## src/rtl/writeback_regfile.sv

```systemverilog
// Result-bus sink: stages the selected writeback result for one cycle, commits it
// to an 8x16 register file, and tracks reserved-but-uncommitted destinations.
module writeback_regfile #(
  parameter int NREGS = 8,
  parameter int AW    = 3,
  parameter int DW    = 16
) (
  input  logic             clk,
  input  logic             rst,
  input  logic             wb_valid,
  input  logic [1:0]       wb_sel,
  input  logic [DW-1:0]    wb_data,
  input  logic [AW-1:0]    wb_dest,
  input  logic             mark_valid,
  input  logic [AW-1:0]    mark_dest,
  input  logic [AW-1:0]    rd_addr_a,
  input  logic [AW-1:0]    rd_addr_b,
  output logic [DW-1:0]    rd_data_a,
  output logic [DW-1:0]    rd_data_b,
  output logic [NREGS-1:0] pending,
  output logic             wb_err
);

  localparam logic [1:0] SEL_NONE = 2'b11;

  logic             vld_p1;
  logic [AW-1:0]    dest_p1;
  logic [DW-1:0]    data_p1;
  logic [DW-1:0]    regs [NREGS];
  logic             capture;
  logic             commit;
  logic [NREGS-1:0] pend_nxt;

  // Newest value wins: the staged result shadows the array until it commits.
  function automatic logic [DW-1:0] read_port(
    input logic          st_vld,
    input logic [AW-1:0] st_dest,
    input logic [DW-1:0] st_data,
    input logic [AW-1:0] addr,
    input logic [DW-1:0] arr_data
  );
    logic [DW-1:0] res;
    if (addr == '0)                       res = '0;
    else if (st_vld && st_dest == addr)   res = st_data;
    else                                  res = arr_data;
    return res;
  endfunction

  assign capture = wb_valid && (wb_sel != SEL_NONE);
  assign commit  = vld_p1 && (dest_p1 != '0);

  always_comb begin
    pend_nxt = pending;
    if (commit)
      pend_nxt[dest_p1] = 1'b0;
    // A same-edge reservation overrides the commit clear.
    if (mark_valid && mark_dest != '0)
      pend_nxt[mark_dest] = 1'b1;
    pend_nxt[0] = 1'b0;
  end

  // Stage p1: capture from the result bus
  always_ff @(posedge clk) begin
    if (rst) begin
      vld_p1 <= 1'b0;
      wb_err <= 1'b0;
    end else begin
      vld_p1 <= capture;
      if (wb_valid && wb_sel == SEL_NONE)
        wb_err <= 1'b1;
    end
  end

  always_ff @(posedge clk) begin
    if (capture) begin
      dest_p1 <= wb_dest;
      data_p1 <= wb_data;
    end
  end

  // Stage p2: commit into the array and update the scoreboard
  always_ff @(posedge clk) begin
    if (rst) begin
      for (int i = 0; i < NREGS; i++)
        regs[i] <= '0;
      pending <= '0;
    end else begin
      if (commit)
        regs[dest_p1] <= data_p1;
      pending <= pend_nxt;
    end
  end

  always_comb begin
    rd_data_a = read_port(vld_p1, dest_p1, data_p1, rd_addr_a, regs[rd_addr_a]);
    rd_data_b = read_port(vld_p1, dest_p1, data_p1, rd_addr_b, regs[rd_addr_b]);
  end

endmodule

```

## config.mk

```make
export PLATFORM = sky130hd
export DESIGN_NAME = writeback_regfile
export DESIGN_NICKNAME = d
export VERILOG_FILES = /design/src/rtl/writeback_regfile.sv
export SDC_FILE = /design/constraint.sdc
export NUM_CORES = 1
export LEC_CHECK = 0
export ABC_AREA = 1
export CAP_MARGIN = 10
export CORE_ASPECT_RATIO = 0.9
export CORE_UTILIZATION = 31
export DETAILED_ROUTE_END_ITERATION = 7
export SETUP_SLACK_MARGIN = 0.2
export SLEW_MARGIN = 25
export SYNTH_ARGS = -nofsm -noshare
export SYNTH_HDL_FRONTEND = slang
export SYNTH_SLANG_ARGS = --single-unit
export TNS_END_PERCENT = 50
```

## constraint.sdc

```tcl
create_clock -name clk -period 3.1 [get_ports clk]
set_clock_uncertainty 0.15 [all_clocks]
set_input_delay 0.62 -clock clk [delete_from_list [all_inputs] [get_ports clk]]
set_output_delay 0.62 -clock clk [all_outputs]
set_load 0.1 [all_outputs]
```

Word-level counts from Yosys, hierarchy flattened
Memories as Yosys holds them, arrays and structs flattened.
Cells that the tools add are included.
Widths: inputs -> output; s select.
{"block": "totals", "ff_bits": 29, "latch_bits": 0, "ramBits": 128, "rom_bits": 0, "inputBits": 34, "word_cells": 49, "mem_count": 1}
{"block": "op_classes", "addsub": 0, "n_mul": 0, "div": 0, "n_lt_le_gt_ge": 4, "eq_ne": 4, "shifts": 0, "n_mux": 18, "bitwise_logic": 3, "n_reduce_logical": 13}
{"memory": "regs", "words": 8, "word_bits": 16, "rd": 2, "rd_clocked_by_memory_dff": 0, "wr": 8, "line_no": "29", "source": "logic [DW-1:0] regs [NREGS];"}
{"cell": "$mux 16", "count": 5}
{"cell": "$mux 8", "count": 2}
{"cell": "$reduce_or 16->1", "count": 1}
{"cell": "$and 8x8->8", "count": 1}
{"cell": "$logic_and 1x1->1", "count": 8}
{"cell": "$lt 3x4->1 const B", "count": 2}
{"cell": "$mux 1", "count": 8}
{"cell": "$not 8->8", "count": 1}
{"cell": "$or 8x8->8", "count": 1}
{"cell": "$demux 1 s3", "count": 2}
{"cell": "$eq 3x3->1", "count": 2}
{"cell": "$ge 3x1->1 const B", "count": 2}
{"cell": "$logic_not 3->1", "count": 2}
{"cell": "$reduce_bool 3->1", "count": 2}
{"cell": "$mux 3", "count": 1}
{"cell": "$eq 2x2->1 const B", "count": 1}
{"cell": "$ne 2x2->1 const B", "count": 1}

Logic depth before layout (Yosys ltp)
{"block": "logic_depth", "word_depth": 9, "ltp_mapped": 10, "ltp_nobuf": 8}

Worst setup path after synthesis
Ideal clock, no wire load.
{"block": "synth_path", "path_type": "in2out", "from": "input port rd_addr_a[1]", "to": "output port rd_data_a[0]", "arrival_ps": 2619, "setup_slack_ps": -289, "stages": 9, "n_path_buf": 1, "cell_sequence": "buf_2 > inv_2 > nand2_1 > nand2_1 > nor2_4 > nand2_4 > clkinv_2 > nor2_1 > nor2_1"}
{"block": "synth_between", "elab_chain_len": 4, "word_cells_on_any_way": 6, "classes_between": "1 x eq/ne; 2 x mux; 2 x reduce/logical; 1 x memory"}
{"element": "start, declared", "line_no": "16", "source": "input logic [AW-1:0] rd_addr_a,"}
{"element": "branches (longest 3 deep; another with $mem_v2 8x16)"}
{"element": "$mux 16 *", "line_no": "43", "source": "if (addr == '0) res = '0;"}
{"element": "end, declared", "line_no": "18", "source": "output logic [DW-1:0] rd_data_a,"}
Every way passes the cells marked *.

Worst setup path after layout
{"block": "layout_path", "from": "register dest_p1[2]", "to": "output port rd_data_b[0]"}
{"block": "layout_between", "elab_chain_len": 4}
{"element": "start, declared", "line_no": "27", "source": "logic [AW-1:0] dest_p1;"}
{"element": "start signal, assigned", "line_no": "76", "source": "dest_p1 <= wb_dest;"}
{"element": "$eq 3x3->1", "line_no": "44", "source": "else if (st_vld && st_dest == addr) res = st_data;"}
{"element": "$logic_and 1x1->1", "line_no": "44"}
{"element": "$mux 16", "line_no": "44"}
{"element": "$mux 16", "line_no": "43"}
{"element": "end, declared", "line_no": "19", "source": "output logic [DW-1:0] rd_data_b,"}
No other way between the ends.

==> run_results.csv <==
group,metric,value,unit
cts,clk_pin_slew,0.06,ns
detailed_routing,vias,7780,
floorplan,initial_core_util,31.6,%
detailed_routing,drtAntennaViolNets,0,
placed_design,port_buffers,73,
global_routing,grtUsageTotal,19.9,%
placed_design,dpl.hpwl,18800,um
power,p_int,3.87,mW
power,switching_share,32.9,%
power,power,5.76,mW
sta,rsz0062_at_grt,"yes",
yosys,ys_ff_latch,156,
setup_path,crit_slowest_cell,"edfxtp_1",
setup_path,start_kind,"register",
sta,layout_min_cycle_time,2.88,ns
yosys,syn_inst,1072,
yosys,synth_top_cell_by_area,"edfxtp_1",
sta,drv_slew,0,
layout,layout-drive-gt1-share,16.5,%
cts,cts_buffers,17,
yosys,post-synth-top-area-fraction,51.8,%
setup_path,cp_cell_sequence,"inv_2 -> nand2_1 -> nand2_1 -> nor2_4 -> buf_4 -> nand3_1 -> nand2_1 -> nor2_2 -> buf_12",
power,p_sw,1.90,mW
cts,clock-root-buffer,"clkbuf_16",
layout,syn_to_final_growth,28.7,%
setup_path,crit_buf_inv,3,
yosys,yosysWarnings,0,
flow_run,max_cap_viol_count,0,
floorplan,core,27000,um2
global_routing,grt_pass1_vias,7504,
setup_path,criticalPathCategory,"register to output port",
detailed_routing,routed_wl,27300,um
outcome,status,"finished clean",
floorplan,pin_count,75,
yosys,ys_async_sr_fraction,0,%
sta,worst_slack,0.224,ns
detailed_routing,drt-pass1-iter-count,5,
sta,clock.fmax,0.348,GHz
detailed_routing,vias_per_cell,5.02,
power,power_leakage,4.69,nW
power,p_seq_share,42.7,%
placed_design,dp_slack,-0.00959,ns
detailed_routing,wire_per_inst,17.6,um
power,peakVddDrop,0.000351,V
yosys,synth_compound_area_share,0.617,%
yosys,ys_seq_area_share,54.0,%
power,p_comb_share,24.6,%
global_routing,antenna_found_initial,1,
placed_design,gp_congestion,0.900,
yosys,synth_area,8520,um2
setup_path,end_kind,"output port",
worst_hold_path,min_path_type,"register to register",
floorplan,die_y,159,um
setup_path,crit_arrival,2.11,ns
yosys,yosysUniqueCellTypes,27,
layout,nets,1216,
setup_path,max_stage_delay,0.53,ns
cts,cts_tree,"built",
sta,hold_violations,0,
global_routing,overflow,0,
setup_path,worstPathRequired,2.33,ns
yosys,synthMuxAreaShare,0,%
yosys,synth_ff_type,"edfxtp_1",
floorplan,die_width,177,um
cts,clkSinkCount,156,
floorplan,die_area,28100,um2
power,powerDensity,526,nW/um2
cts,clock_latency,0.43,ns
yosys,synthAdderAreaFrac,0,%
layout,final_cell_mix,"365 x nand2_1, 211 x nand3_1, 177 x nor2_1",
cts,cts_max_level,4,
setup_path,critPathMaxFanout,16,
yosys,synth.avg_cell_area,7.94,um2
detailed_routing,first_iter_violations,940,
power,p_clk_share,32.8,%
yosys,synth_edf_count,147,
cts,clockBufferDepth,2,
detailed_routing,route.detailed.drc,0,
yosys,synth_simple_gate_area_share,39.9,%
yosys,ys_top_cells_by_area,"edfxtp_1 52%, nand2_1 16%, nand3_1 12%, nor2_1 8.7%, buf_2 2.4%",
global_routing,grt_max_degree,38,
setup_path,cp_common_cell,"nand2_1",
global_routing,grt_pass1_wl,42100,um
layout,final_common_cell,"nand2_1",
setup_path,path_delay_family,"simple AND/OR/NAND/NOR gates",
layout,num-fill-cells,2693,
sta,min_period_over_period,92.8,%
floorplan,num_rows,57,
yosys,synth_top_family_by_area,"simple AND/OR/NAND/NOR gates",
yosys,synth_xor_area_share,0,%
sta,setup_viol,0,
area by class of cell:
| cell class | count | area, um2 | share of cell area (%) |
|---|---|---|---|
| Multi-Input combinational cell | 830 | 3640 | 33.2 |
| Clock buffer | 17 | 425 | 3.88 |
| Tap cell | 354 | 443 | 4.04 |
| Inverter | 35 | 144 | 1.31 |
| Sequential cell | 156 | 4600 | 41.9 |
| Clock inverter | 15 | 97.6 | 0.891 |
| Timing Repair Buffer | 142 | 1610 | 14.7 |
| Antenna cell | 1 | 2.50 | 0.0228 |
cell usage after synthesis, types with 2 or more instances:
library cell	instances
clkinv_1	16
edfxtp_1	147
nand2_1	366
nand2_4	2
buf_1	2
nand2_2	2
inv_1	11
nand4_1	2
nand3_2	6
dfxtp_1	9
buf_4	7
nor2_4	3
buf_2	40
inv_2	6
nor2_2	11
nor2_1	198
clkbuf_1	17
o21ai_0	8
nand3_1	211
power groups by stage:
| stage | Combinational (mW) | Clock (mW) | Sequential, mW |
|---|---|---|---|
| after detailed placement | 1.39 | 0 | 2.50 |
| after global placement | 1.38 | 0 | 2.50 |
| after floorplan | 0.833 | 0 | 2.51 |
| after CTS | 1.39 | 1.91 | 2.46 |
| after global routing | 1.49 | 1.99 | 2.47 |
| final | 1.42 | 1.89 | 2.46 |
metrics by stage:
| stage | std cells | area, um2 | hold WS, ns | utilization, % | TNS [ns] |
|---|---|---|---|---|---|
| 6_report | 1550 | 11000 | 0.327 | 40.7 | 0 |
| 3_5_place_dp | 1507 | 10300 | 0.316 | 38.1 | -0.0161 |
| 2_1_floorplan | 1088 | 8660 | 0.539 | - | -1.46 |
| 4_1_cts | 1540 | 10800 | 0.334 | 40.2 | 0 |
| 3_3_place_gp | 1507 | 10300 | 0.313 | 38.1 | -0.00723 |
| 5_1_grt | 1549 | 11000 | 0.352 | 40.6 | 0 |
registers in the layout, indices dropped and copies added, names as in the netlist:
| name | cells |
|---|---|
| data_p1 | 16 |
| dest_p1 | 3 |
| pending | 7 |
| regs | 128 |
| vld_p1 | 1 |
| wb_err | 1 |
timing repair:
action / 4_1_cts / 5_1_grt
pin swaps: 2 / 5
cloned: 0 / 0
endpoints found under the setup margin: 32 / 32
buffers inserted: 1 / 9
hold buffers: 0 / 0
resized for setup: 13 / 15
final timing paths:
kind | startpoint | endpoint | slack, ns | depth (start not counted)
worst min-delay path | wb_err | wb_err | 0.33 | 1
worst max-delay path | dest_p1[2] | rd_data_b[0] | 0.22 | 9
worst max register to register | dest_p1[1] | regs[3][12] | 1.04 | 6
worst min register to register | wb_err | wb_err | 0.33 | 1
cells by family after synthesis:
| logic type | after synthesis |
|---|---|
| flip-flops | 156 |
| other | 1 |
| AND/OR/NAND/NOR | 803 |
| AO/OA/AOI/OAI | 10 |
| buffers and inverters | 102 |
worst reg2reg max path, cell delays in order, from the launching register on:
cell and delay (ns):
edfxtp_1 0.50, inv_2 0.10, buf_4 0.16, nor2_1 0.18
nand3_2 0.10, nand2_1 0.25, buf_4 0.31
layer usage:
metal  part of all wire (%)  wire length, um  track usage [%]
met4                    2.0              532             6.70
met5                      0                0                0
met2                     47            12800             31.4
met3                    8.1             2210             4.25
met1                     43            11700             26.9
Power figures use the tool's default switching activity.
